File: config.mk
export PLATFORM = sky130hd
export DESIGN_NAME = alu_seq
export DESIGN_NICKNAME = d
export VERILOG_FILES = /design/src/rtl/alu_pkg.sv /design/src/rtl/alu_seq_mul.sv /design/src/rtl/alu_seq.sv
export SDC_FILE = /design/constraint.sdc
export NUM_CORES = 1
export LEC_CHECK = 0
export ABC_CLOCK_PERIOD_IN_PS = 10500
export CAP_MARGIN = 5
export CORE_ASPECT_RATIO = 0.5
export CORE_UTILIZATION = 45
export CTS_CLUSTER_SIZE = 24
export DETAILED_ROUTE_END_ITERATION = 12
export PLACE_DENSITY_LB_ADDON = 0.05
export SKIP_CTS_REPAIR_TIMING = 1
export SLEW_MARGIN = 10
export SYNTH_ARGS = -nofsm -noshare
export SYNTH_HDL_FRONTEND = slang
export SYNTH_SLANG_ARGS = --single-unit
File: constraint.sdc
create_clock -name clk -period 10.5 [get_ports clk]
set_input_delay 1.575 -clock clk [delete_from_list [all_inputs] [get_ports clk]]
set_output_delay 1.575 -clock clk [all_outputs]
set_load 0.1 [all_outputs]
File: src/rtl/alu_pkg.sv
// ============================================================================
// Module : alu_pkg
// Brief  : Opcode encoding, FSM states and decode helpers for alu_seq.
// Rev    : 1.0  initial release
// ============================================================================
`default_nettype none

package alu_pkg;

  localparam int OPC_W = 4;

  typedef enum logic [OPC_W-1:0] {
    OP_NOP   = 4'd0,
    OP_RSV1  = 4'd1,
    OP_BEQ   = 4'd2,
    OP_BLTU  = 4'd3,
    OP_ADD   = 4'd4,
    OP_SUB   = 4'd5,
    OP_AND   = 4'd6,
    OP_OR    = 4'd7,
    OP_SLL   = 4'd8,
    OP_SRL   = 4'd9,
    OP_SRA   = 4'd10,
    OP_SLT   = 4'd11,
    OP_MUL   = 4'd12,
    OP_BLT   = 4'd13,
    OP_RSV14 = 4'd14,
    OP_RSV15 = 4'd15
  } alu_op_e;

  typedef enum logic [0:0] {
    ST_IDLE = 1'b0,
    ST_MUL  = 1'b1
  } alu_state_e;

  function automatic logic is_branch(input alu_op_e op);
    return (op == OP_BEQ) || (op == OP_BLTU) || (op == OP_BLT);
  endfunction

  function automatic logic is_legal(input alu_op_e op, input logic mul_en);
    logic legal;
    case (op)
      OP_RSV1, OP_RSV14, OP_RSV15: legal = 1'b0;
      OP_MUL:                      legal = mul_en;
      default:                     legal = 1'b1;
    endcase
    return legal;
  endfunction

endpackage

`default_nettype wire

File: src/rtl/alu_seq_mul.sv
// ============================================================================
// Module : alu_seq_mul
// Brief  : Iterative shift-add multiplier, one partial product per cycle.
// Rev    : 1.0  initial release
// ============================================================================
`default_nettype none

module alu_seq_mul #(
  parameter int WIDTH = 32
) (
  input  logic             clk,
  input  logic             rst_n,
  input  logic             start,
  input  logic [WIDTH-1:0] a,
  input  logic [WIDTH-1:0] b,
  output logic             done,
  output logic [WIDTH-1:0] product
);

  localparam int CNT_W = $clog2(WIDTH);

  logic [WIDTH-1:0] mcand_q, mcand_d;
  logic [WIDTH-1:0] mplier_q, mplier_d;
  logic [WIDTH-1:0] acc_q, acc_d;
  logic [CNT_W-1:0] cnt_q, cnt_d;
  logic             busy_q, busy_d;
  logic             last_iter;

  assign last_iter = busy_q && (cnt_q == CNT_W'(WIDTH - 1));

  always_comb begin
    mcand_d  = mcand_q;
    mplier_d = mplier_q;
    acc_d    = acc_q;
    cnt_d    = cnt_q;
    busy_d   = busy_q;
    if (start) begin
      mcand_d  = a;
      mplier_d = b;
      acc_d    = '0;
      cnt_d    = '0;
      busy_d   = 1'b1;
    end else if (busy_q) begin
      if (mplier_q[0]) begin
        acc_d = acc_q + mcand_q;
      end
      mcand_d  = mcand_q << 1;
      mplier_d = mplier_q >> 1;
      cnt_d    = cnt_q + CNT_W'(1);
      if (last_iter) begin
        busy_d = 1'b0;
      end
    end
  end

  always_ff @(posedge clk or negedge rst_n) begin
    if (!rst_n) begin
      mcand_q  <= '0;
      mplier_q <= '0;
      acc_q    <= '0;
      cnt_q    <= '0;
      busy_q   <= 1'b0;
    end else begin
      mcand_q  <= mcand_d;
      mplier_q <= mplier_d;
      acc_q    <= acc_d;
      cnt_q    <= cnt_d;
      busy_q   <= busy_d;
    end
  end

  // The final partial product is forwarded so the caller can register it on
  // the same edge as the last iteration.
  assign done    = last_iter;
  assign product = acc_d;

endmodule

`default_nettype wire

File: src/rtl/alu_seq.sv
// ============================================================================
// Module : alu_seq
// Brief  : Handshaked execute-stage ALU with single-cycle ops and iterative MUL.
// Rev    : 1.0  initial release
// ============================================================================
`default_nettype none

module alu_seq
  import alu_pkg::*;
#(
  parameter int WIDTH  = 32,
  parameter int MUL_EN = 1
) (
  input  logic             clk,
  input  logic             rst_n,
  input  logic             in_valid,
  output logic             in_ready,
  input  logic [WIDTH-1:0] ip_0,
  input  logic [WIDTH-1:0] ip_1,
  input  logic [OPC_W-1:0] opcode,
  output logic             out_valid,
  input  logic             out_ready,
  output logic [WIDTH-1:0] op_0,
  output logic             change_pc,
  output logic             zero,
  output logic             ovf,
  output logic             illegal
);

  localparam int SHAMT_W = $clog2(WIDTH);

  alu_state_e       state_q, state_d;
  logic             out_valid_q, out_valid_d;
  logic [WIDTH-1:0] op_0_q, op_0_d;
  logic             change_pc_q, change_pc_d;
  logic             zero_q, zero_d;
  logic             ovf_q, ovf_d;
  logic             illegal_q, illegal_d;

  alu_op_e          op;
  logic             accept;
  logic             mul_op;
  logic             mul_start;
  logic             mul_done;
  logic [WIDTH-1:0] mul_product;

  logic [SHAMT_W-1:0] shamt;
  logic [WIDTH-1:0]   sum, diff;
  logic [WIDTH-1:0]   res;
  logic               res_cpc, res_ovf, res_ill;

  assign op       = alu_op_e'(opcode);
  assign in_ready = rst_n && (state_q == ST_IDLE) && (!out_valid_q || out_ready);
  assign accept   = in_valid && in_ready;
  assign mul_op   = (op == OP_MUL) && (MUL_EN != 0);

  assign shamt = ip_1[SHAMT_W-1:0];
  assign sum   = ip_0 + ip_1;
  assign diff  = ip_0 - ip_1;

  always_comb begin
    res     = '0;
    res_cpc = 1'b0;
    res_ovf = 1'b0;
    res_ill = !is_legal(op, MUL_EN != 0);
    case (op)
      OP_BEQ:  res_cpc = (ip_0 == ip_1);
      OP_BLTU: res_cpc = (ip_0 < ip_1);
      OP_BLT:  res_cpc = ($signed(ip_0) < $signed(ip_1));
      OP_ADD: begin
        res     = sum;
        res_ovf = (ip_0[WIDTH-1] == ip_1[WIDTH-1]) && (sum[WIDTH-1] != ip_0[WIDTH-1]);
      end
      OP_SUB: begin
        res     = diff;
        res_ovf = (ip_0[WIDTH-1] != ip_1[WIDTH-1]) && (diff[WIDTH-1] != ip_0[WIDTH-1]);
      end
      OP_AND:  res = ip_0 & ip_1;
      OP_OR:   res = ip_0 | ip_1;
      OP_SLL:  res = ip_0 << shamt;
      OP_SRL:  res = ip_0 >> shamt;
      OP_SRA:  res = $signed(ip_0) >>> shamt;
      OP_SLT:  res = {{(WIDTH-1){1'b0}}, ($signed(ip_0) < $signed(ip_1))};
      default: res = '0;
    endcase
  end

  always_comb begin
    state_d     = state_q;
    out_valid_d = out_valid_q;
    op_0_d      = op_0_q;
    change_pc_d = change_pc_q;
    zero_d      = zero_q;
    ovf_d       = ovf_q;
    illegal_d   = illegal_q;
    mul_start   = 1'b0;

    if (out_valid_q && out_ready) begin
      out_valid_d = 1'b0;
    end

    case (state_q)
      ST_IDLE: begin
        if (accept) begin
          if (mul_op) begin
            mul_start = 1'b1;
            state_d   = ST_MUL;
          end else begin
            out_valid_d = 1'b1;
            op_0_d      = res;
            change_pc_d = res_cpc;
            zero_d      = (res == '0);
            ovf_d       = res_ovf;
            illegal_d   = res_ill;
          end
        end
      end
      ST_MUL: begin
        if (mul_done) begin
          out_valid_d = 1'b1;
          op_0_d      = mul_product;
          change_pc_d = 1'b0;
          zero_d      = (mul_product == '0);
          ovf_d       = 1'b0;
          illegal_d   = 1'b0;
          state_d     = ST_IDLE;
        end
      end
      default: state_d = ST_IDLE;
    endcase
  end

  always_ff @(posedge clk or negedge rst_n) begin
    if (!rst_n) begin
      state_q     <= ST_IDLE;
      out_valid_q <= 1'b0;
      op_0_q      <= '0;
      change_pc_q <= 1'b0;
      zero_q      <= 1'b0;
      ovf_q       <= 1'b0;
      illegal_q   <= 1'b0;
    end else begin
      state_q     <= state_d;
      out_valid_q <= out_valid_d;
      op_0_q      <= op_0_d;
      change_pc_q <= change_pc_d;
      zero_q      <= zero_d;
      ovf_q       <= ovf_d;
      illegal_q   <= illegal_d;
    end
  end

  generate
    if (MUL_EN != 0) begin : g_mul
      alu_seq_mul #(
        .WIDTH(WIDTH)
      ) u_mul (
        .clk     (clk),
        .rst_n   (rst_n),
        .start   (mul_start),
        .a       (ip_0),
        .b       (ip_1),
        .done    (mul_done),
        .product (mul_product)
      );
    end else begin : g_no_mul
      logic unused_mul_start;
      assign unused_mul_start = mul_start;
      assign mul_done         = 1'b0;
      assign mul_product      = '0;
    end
  endgenerate

  assign out_valid = out_valid_q;
  assign op_0      = op_0_q;
  assign change_pc = change_pc_q;
  assign zero      = zero_q;
  assign ovf       = ovf_q;
  assign illegal   = illegal_q;

endmodule

`default_nettype wire

# [After elaboration in Yosys (flattened, before gate mapping)]
# Index checks and enable logic that the tools add are counted.
[classes] add_sub_neg=4 n_eq_ne=24 muxes=42 bitwise_logic=3 shift=3 reduce_logical=14 magnitude_cmp=2
[ops] op="$mux W32" n=10
[ops] op="$pmux W32 S8" n=1
[ops] op="$add A32 B32 Y32" n=2
[ops] op="$logic_not A32 Y1" n=2
[ops] op="$lt A32 B32 Y1" n=2
[ops] op="$pmux W32 S2" n=1
[ops] op="$and A32 B32 Y32" n=1
[ops] op="$eq A32 B32 Y1" n=1
[ops] op="$eq A4 B4 Y1 const B" n=8
[ops] op="$or A32 B32 Y32" n=1
[ops] op="$shl A32 B5 Y32" n=1
[ops] op="$shr A32 B5 Y32" n=1
[ops] op="$sshr A32 B5 Y32" n=1
[ops] op="$sub A32 B32 Y32" n=1
[ops] op="$mux W1" n=20
[ops] op="$eq A4 B3 Y1 const B" n=4
[ops] op="$pmux W1 S2" n=7
[ops] op="$mux W5" n=2
[ops] op="$eq A4 B2 Y1 const B" n=2
[ops] op="$logic_and A1 B1 Y1" n=7
[ops] op="$add A5 B1 Y5 const B" n=1
[ops] op="$eq A5 B5 Y1 const B" n=1
[ops] op="$eq A4 B1 Y1 const B" n=1
[ops] op="$ne A2 B2 Y1 const B" n=2
[ops] op="10 further kinds" n=12
[word_totals] output_inout_bits=38 ff_bits=140 elab_cells=104

# [Logic depth before layout (Yosys ltp)]
[depth] word_depth=10 mapped_depth=19 ltp_nobuf=15

# [By module]
# From an unflattened synthesis, not the netlist that was laid out.
[unflattened] cells_unflattened=2362 hier_area_um2=18357.6
[modules_own_cells] mod="alu_seq" n_inst=1 seq_area_each_um2=950.9 cells_each=1690 area_each_um2=12253.0
[modules_own_cells] mod="alu_seq_mul" n_inst=1 seq_area_each_um2=2552.4 cells_each=672 area_each_um2=6104.6

# [Worst setup path before layout]
# OpenSTA, ideal clock, no wires.
[synth_timing] kind="in2reg" startpoint="in ip_1[2]" endpoint="reg zero_q, in the netlist zero" t_arrival_ns=6.313 setup_time_ns=0.080 path_stages=18 setup_slack_ns=4.107 required_ns=10.420 cell_sequence="clkbuf_1 -> inv_1 -> buf_1 -> buf_2 -> buf_1 -> ha_1 -> o21bai_1 -> a2111o_1 -> a2111oi_0 -> nor2_1 -> or3_1 -> or3b_1 -> a2111oi_2 -> o211ai_1 -> or4_1 -> nor4_1 -> nand4_1 -> o211ai_2"
[synth_via] elab_chain_cells=6
[synth_rtl] element="from (decl)" line_no="alu_seq.sv:19" source="input logic [WIDTH-1:0] ip_1,"
[synth_rtl] element="$sub A32 B32 Y32 (tied with other cells)" line_no="alu_seq.sv:59" source="assign diff = ip_0 - ip_1;"
[synth_rtl] element="$pmux W32 S8 (*)" line_no="alu_seq.sv:66" source="case (op)"
[synth_rtl] element="$logic_not A32 Y1 (*)" line_no="alu_seq.sv:112" source="zero_d = (res == '0);"
[synth_rtl] element="$mux W1 (*)" line_no="alu_seq.sv:105" source="if (mul_op) begin"
[synth_rtl] element="$mux W1 (*)" line_no="alu_seq.sv:104" source="if (accept) begin"
[synth_rtl] element="$pmux W1 S2 (*)" line_no="alu_seq.sv:102" source="case (state_q)"
[synth_rtl] element="to (signal assigned)" line_no="alu_seq.sv:147" source="zero_q <= zero_d;"
[synth_rtl] element="to (decl)" line_no="alu_seq.sv:36" source="logic zero_q, zero_d;"
# Every way passes the cells marked *; elsewhere a longest branch is shown, timed or not. The select of a mux whose other input is x is not followed.
# A chain may end at the register's enable or synchronous reset.

# [Final worst setup path]
[layout_timing] startpoint="in ip_1[4]" endpoint="reg zero_q, in the netlist zero"
# The elaborated chain is that of the path after synthesis.

==> flow_summary_export.csv <==
group,metric,value,unit
sta,fmax,135,MHz
die,dieArea,0.0398,mm^2
sta,finalSetupTns,0,ns
sta,fin_worst_skew,0.0308,ns
detailed_routing,drt_iter0_markers,2858,
clock_network,cts_buffers,17,
logic_synthesis,yosysTopAreaCell,"dfrtp_1",
placement,dpl.hpwl,61.4,mm
sta,finalCritPeriodShare,0.707,
detailed_routing,finalWirelength,82.6,mm
logic_synthesis,yosysUniqueCellTypes,91,
power_and_ir_drop,ir_worst_vdd,0.000142,V
clock_network,cts_max_level,4,
clock_network,cts_tree,"yes",
die,core-area,0.0379,mm^2
placement,dpl-instance-area,0.0191,mm^2
outcome,outcome,"completed",
sta,finalHoldViolCount,0,
power_and_ir_drop,pwr-share-clk,0.148,
sta,rsz0062_at_grt,"no",
min_path,min_from,"op_0[8]$_DFFE_PN0P_",
die,start_util,0.463,
power_and_ir_drop,pwr-share-seq,0.218,
sta,slew_violations,0,
power_and_ir_drop,switching_share,0.540,
setup_path,critPathKind,"in2reg",
power_and_ir_drop,p_leak,0.00840,uW
clock_network,cts_buffer_depth,2,
setup_path,r2r_cells,14,
min_path,hp-class,"reg2reg",
global_routing,grt_first_pass_wirelength,120,mm
sta,postLayoutSetupSlackWorst,3.07,ns
setup_path,worstPathArrival,7.81,ns
final_layout,fin_util,0.520,
final_layout,area_delta_synth_final,12.2,%
global_routing,gr-total-overflow,0,
detailed_routing,vias,19300,
logic_synthesis,netlist_instances,2268,
logic_synthesis,postSynth.asyncResetShare,1.00,
sta,worst_slew_pin_slew,1.17,ns
final_layout,final_area,0.0197,mm^2
setup_path,cp.required,10.88,ns
run,drv_cap,0,
sta,setup_violations,0,
logic_synthesis,ys_ff_latch,140,
placement,place_ws,2.95,ns
sta,finalCriticalPeriod,7.43,ns
die,ios,110,
setup_path,end_kind,"flip-flop",
logic_synthesis,avgSynthCellArea,7.74,um^2
die,die_width,281,um
placement,gp_congestion,1.10,
sta,slew_headroom,0.212,
setup_path,reg2reg_from,"g_mul.u_mul.mcand_q[0]$_DFFE_PN0P_",
setup_path,r2r_end,"zero$_DFFE_PN0P_",
final_layout,final_net_count,2511,
logic_synthesis,ys_seq_area_frac,0.200,
die,die-height,142,um
logic_synthesis,synth_edf_count,0,
power_and_ir_drop,p_sw,2390,uW
power_and_ir_drop,powerDensity,224,mW/mm^2
detailed_routing,ant_nets,0,
logic_synthesis,yosys_warnings,0,
logic_synthesis,yosysMostFrequentCell,"nand2_1",
logic_synthesis,synth_common_cells,"288 x nand2_1, 222 x o21ai_0, 175 x nor2_1",
logic_synthesis,synth_top_area_frac,0.200,
setup_path,r2r_slack,5.46,ns
global_routing,grt_pass1_vias,17600,
global_routing,grt_max_degree,85,
setup_path,crit_fanout,41,
final_layout,nFillCells,3812,
logic_synthesis,syn_area,0.0176,mm^2
detailed_routing,wl_per_cell,29.2,um
min_path,hold_end,"op_0[8]$_DFFE_PN0P_",
final_layout,drive_gt1_frac,0.0860,
detailed_routing,first_pass_iters,8,
clock_network,numClockSinks,140,
logic_synthesis,ys.flop_type,"dfrtp_1",
detailed_routing,route.detailed.drc,0,
detailed_routing,vias_per_cell,6.82,
clock_network,clk_latency,0.47,ns
min_path,min_path_cells,2,
power_and_ir_drop,p_int,2030,uW
clock_network,cts-root-buf,"clkbuf_16",
clock_network,clkTransAtPathRegs,0.07,ns
logic_synthesis,synth.area.top_cells,"dfrtp_1 20%, ha_1 11%, mux2i_1 7.6%",
global_routing,track_usage,0.412,
power_and_ir_drop,power,4420,uW
die,num_rows,50,
global_routing,antenna_found_initial,8,
power_and_ir_drop,pwr-share-comb,0.634,
placement,portBuffers,109,
setup_path,start_kind,"primary input",
logic_synthesis,syn_nets,2491,
==> cells by family (layout without fill, tap and decap cells) <==
family,count (synthesis),count (layout),synth area share
XOR/XNOR,26,26,0.0130
multiplexers,205,205,0.147
flip-flops,140,140,0.200
adder cells (fa/ha/maj),151,151,0.109
AO/OA/AOI/OAI,741,741,0.278
buffers and inverters,273,306,0.0595
other,0,6,0
AND/OR/NAND/NOR,732,732,0.194
==> cells in the final DEF (no fill, tap or decap), types with 9 or more instances in the layout <==
cell type          n
o21ai_0          222
or3_1             15
xor2_1            11
clkdlybuf4s50_1  105
a211o_1           15
nor2_1           174
a2111oi_0         12
nand2b_1          23
o2111ai_1         12
a21o_1            35
o22ai_1           24
or2_2             11
nor4_1            21
and3_1            12
ha_1             148
xnor2_1           15
nor2b_1           18
o31ai_1           25
o211ai_1          42
nand4_1           20
nand2_1          288
nand3_1           51
inv_1            110
a31oi_1           29
buf_4             51
mux2_2            33
clkbuf_16         17
a221oi_1          14
a211oi_1          28
o21bai_1          15
o221ai_1          10
a221o_1            9
a21oi_1          143
mux2i_1          133
and2_1            10
mux4_2            39
nor3_1            42
dfrtp_1          139
==> how the worst max path moves through the flow <==
stage / from / cells after the start / slack, ns / to
floorplan: ip_1[2] / 18 / 4.11 / zero$_DFFE_PN0P_
CTS: ip_1[4] / 16 / 3.40 / zero$_DFFE_PN0P_
finish: ip_1[4] / 16 / 3.07 / zero$_DFFE_PN0P_
detailed placement: ip_1[4] / 16 / 2.95 / zero$_DFFE_PN0P_
global placement: ip_1[4] / 16 / 2.97 / zero$_DFFE_PN0P_
global route: ip_1[4] / 16 / 2.98 / zero$_DFFE_PN0P_
==> sequential cells by signal, summed over array words and instances, names as in the netlist <==
register and count:
g_mul.u_mul.acc_q 32, g_mul.u_mul.mcand_q 32, g_mul.u_mul.mplier_q 32, op_0 32, g_mul.u_mul.cnt_q 5, change_pc 1, g_mul.u_mul.busy_q 1, illegal 1
out_valid 1, ovf 1, state_q 1, zero 1
==> through the flow <==
step                hold WS, ns  instances
floorplan                 0.469       2268
global placement          0.459       2789
detailed placement        0.467       2789
CTS                       0.480       2821
global route              0.493       2821
finish                    0.474       2827
==> layer usage <==
layer  wire (um)  part of all wire  global-route usage
met1       36500              0.44               0.590
met2       31300              0.38               0.543
met3       12300              0.15               0.185
met4        2410             0.029               0.115
met5         105            0.0013              0.0159
==> worst max-delay path: stages <==
cell and delay [ns]:
clkdlybuf4s50_1 0.45, buf_4 0.44, clkinv_1 0.55, ha_1 0.64, nor2b_1 0.10, a2111o_1 0.45
a2111oi_0 0.42, nor2_1 0.19, or3_1 0.41, or3b_1 0.38, a2111oi_2 0.42, o211ai_1 0.15
or4_1 0.64, nor4_1 0.57, nand4_1 0.20, o211ai_2 0.19
==> power by group through the flow <==
| stage | combinational [uW] | sequential, uW | clock (uW) |
|---|---|---|---|
| floorplan | 1550 | 1310 | 0 |
| global placement | 2710 | 966 | 0 |
| detailed placement | 2720 | 971 | 0 |
| CTS | 2740 | 964 | 660 |
| global route | 2990 | 990 | 682 |
| finish | 2800 | 964 | 652 |
==> layout make-up <==
| type | count | area [um^2] | share of cell area |
|---|---|---|---|
| antenna | 6 | 15.0 | 0.000762 |
| clock buffer | 19 | 453 | 0.0230 |
| clock inverter | 13 | 143 | 0.00724 |
| inverter | 115 | 432 | 0.0219 |
| multi-input combinational | 1855 | 13000 | 0.662 |
| sequential | 140 | 3510 | 0.178 |
| tap | 520 | 651 | 0.0330 |
| timing repair buffer | 159 | 1460 | 0.0739 |
Power figures use the tool's default switching activity.
==> variant: new RTL, config.mk and constraints unchanged <==
Remove the case item `OP_SLL` of the case on `op`.
--- a/src/rtl/alu_seq.sv
+++ b/src/rtl/alu_seq.sv
@@ -78,5 +78,4 @@
       OP_AND:  res = ip_0 & ip_1;
       OP_OR:   res = ip_0 | ip_1;
-      OP_SLL:  res = ip_0 << shamt;
       OP_SRL:  res = ip_0 >> shamt;
       OP_SRA:  res = $signed(ip_0) >>> shamt;
Formal check against the unedited RTL: not equivalent (Yosys sat finds a counterexample within 4 cycles, from zero or initial values and one cycle with rst_n low).
==> variant against the original RTL <==
Routed wire length is 21% lower. Sequential cell count stayed put. Count of clock-buffer cells in the layout down 1. Clock power fell by 2%. Register-to-register slack improved by 0.83 ns. Final area decreased by 11%. Global-route usage is 4.0 points lower. Area after synthesis decreased by 12%. Worst hold slack better by 0.0048 ns. Power fell by 2.2%. Setup slack better by 0.69 ns. Sequential share of layout area is 2.3 points higher. Maximum frequency is 10% higher. Critical endpoint unchanged. Largest power group unchanged.
==> variant: results (changes against the original RTL) <==
| Metric | Value |
|---|---|
| Outcome | completed (unchanged) |
| Slowest stage cell, crit path | o31ai_1 (was ha_1) |
| DR WL met2 | 24.8 mm (was 31.3 mm) |
| Via density | 6.48 (was 6.82) |
| Worst-path clk slew | 0.07 ns (about the same) |
| Wirelength per Cell | 26.6 um (was 29.2 um) |
| Avg Inst Size Synth | 7.82 um2 (was 7.74 um2) |
| Final HPWL DP | 50.1 mm (was 61.4 mm) |
| Hold depth | 2 (unchanged) |
| DR iter-0 viols | 2,133 (was 2,858) |
| Fill cells | 3,309 (was 3,812) |
| Syn_nets | 2,198 (was 2,491) |
| Hold path start | op_0[15]$_DFFE_PN0P_ (was op_0[8]$_DFFE_PN0P_) |
| Routability cong. | 1.01 (was 1.10) |
| R2r setup slk | 6.29 ns (was 5.46 ns) |
| Arrival @ worst endpoint | 7.12 ns (was 7.81 ns) |
| Top sig layer | met4 (was met5) |
| Share of cells above drive strength 1 | 6.71% (was 8.60%) |
| Initial antenna violation count | 2 (was 8) |
| Worst path top cell family by delay | compound AO/OA/AOI/OAI gates (was simple AND/OR/NAND/NOR gates) |
| Peak VDD IR | 0.000176 V (was 0.000142 V) |
| Pin count of the biggest net entering global routing | 82 (was 85) |
| Worst r2r src | g_mul.u_mul.mcand_q[5]$_DFFE_PN0P_ (was g_mul.u_mul.mcand_q[0]$_DFFE_PN0P_) |
| Total track usage | 37.2% (was 41.2%) |
| Vias | 16.0k (was 19.3k) |
| First-pass GRT wire length | 97.1 mm (was 120 mm) |
| Vias in the first global route | 14.6k (was 17.6k) |
| Seq/Total Area, Yosys | 22.7% (was 20.0%) |
| Switch share | 53.7% (was 54.0%) |
| Main area contributors after synthesis | dfrtp_1 23%, ha_1 12%, mux2i_1 6.9% (was dfrtp_1 20%, ha_1 11%, mux2i_1 7.6%) |
| CP max FO | 31 (was 41) |
| Synth Flop Type | dfrtp_1 (unchanged) |
| Leak pwr | 7.50 nW (was 8.40 nW) |
| TritonRoute pass-1 iters | 6 (was 8) |
| R2R depth | 13 (was 14) |
| Worst Tran Pin Value | 1.14 ns (was 1.17 ns) |
| Worst hold endpoint | op_0[15]$_DFFE_PN0P_ (was op_0[8]$_DFFE_PN0P_) |
| WL met1 | 30.9 mm (was 36.5 mm) |
| Post-synth ARST share | 100% (unchanged) |
| Latest clock arrival within the worst-skew pair | 0.45 ns (was 0.47 ns) |
| Worst Clk Skew | 0.0219 ns (was 0.0308 ns) |
| Met3 Wirelength | 8.99 mm (was 12.3 mm) |
| Unique masters post-synth | 93 (was 91) |
| Crit-path max cell delay | 0.67 ns (was 0.64 ns) |
| Synth top cells by count | 263 x nand2_1, 202 x o21ai_0, 146 x ha_1, 144 x a21oi_1, 140 x dfrtp_1 (was 288 x nand2_1, 222 x o21ai_0, 175 x nor2_1, 148 x ha_1, 143 x a21oi_1) |
| Dpl cells | 2,435 (was 2,789) |
==> variant: cell types whose count changed after synthesis, sizes merged, moves of 13 or more <==
cell    delta
o21ai     -17
o211ai    -22
mux2i     -26
clkbuf    -31
o22ai     -13
nor2      -51
mux4      -16
mux2      -20
nand2     -25
==> variant: area by class of cell <==
cell class / instances / share of cell area, %
inverters: 115 / 2.47
flip-flops and latches: 140 / 20.1
clock buffers: 18 / 2.51
well taps: 441 / 3.16
multi-input cells: 1599 / 63.3
diodes: 2 / 0.0287
repair buffers: 140 / 7.56
clock inverters: 14 / 0.845
==> variant: worst max path at each step <==
stage | start | end | slack (ns) | cells after the start
5_1_grt | ip_1[3] | zero$_DFFE_PN0P_ | 3.45 | 16
2_1_floorplan | out_ready | zero$_DFFE_PN0P_ | 4.59 | 13
3_3_place_gp | ip_1[3] | zero$_DFFE_PN0P_ | 3.76 | 16
4_1_cts | ip_1[3] | zero$_DFFE_PN0P_ | 4.12 | 16
3_5_place_dp | ip_1[3] | zero$_DFFE_PN0P_ | 3.68 | 16
6_report | ip_1[3] | zero$_DFFE_PN0P_ | 3.76 | 16
==> variant: power by group through the flow <==
| stage | Sequential [mW] | Clock [mW] | Combinational, mW |
|---|---|---|---|
| detailed placement | 0.972 | 0 | 2.64 |
| finish | 0.964 | 0.641 | 2.72 |
| global route | 0.992 | 0.675 | 2.92 |
| CTS | 0.963 | 0.654 | 2.66 |
| global placement | 0.971 | 0 | 2.65 |
| floorplan | 1.34 | 0 | 1.48 |
==> variant: logic make-up after synthesis <==
logic type	share of synthesized area (%)
buffers and inverters	6.02
XOR/XNOR	2.32
AO/OA/AOI/OAI	26.8
adder cells (fa/ha/maj)	12.2
flip-flops	22.7
AND/OR/NAND/NOR	18.7
multiplexers	11.2
==> variant: tightest hold or removal path, delay by kind of cell, from the launching register on <==
kind / cells / cell delay, ns
and+or+nand+nor: 1 / 0.04
AOI/OAI and AO/OA: 1 / 0.06
DFF: 1 / 0.34
==> variant: metrics by stage <==
step	utilization, %	cell area [um2]	hold slack [ns]	worst slack (ns)
2_1_floorplan	-	15500	0.469	4.59
3_3_place_gp	50.4	16900	0.462	3.76
3_5_place_dp	50.4	16900	0.469	3.68
4_1_cts	52.2	17500	0.485	4.12
5_1_grt	52.2	17500	0.507	3.45
6_report	52.2	17500	0.479	3.76
==> variant: layer usage <==
metal,global-route usage [%],vias up
met5,0,-
met4,6.46,0
met3,15.8,65
met2,47.9,845
met1,56.5,7747
li1,-,7330
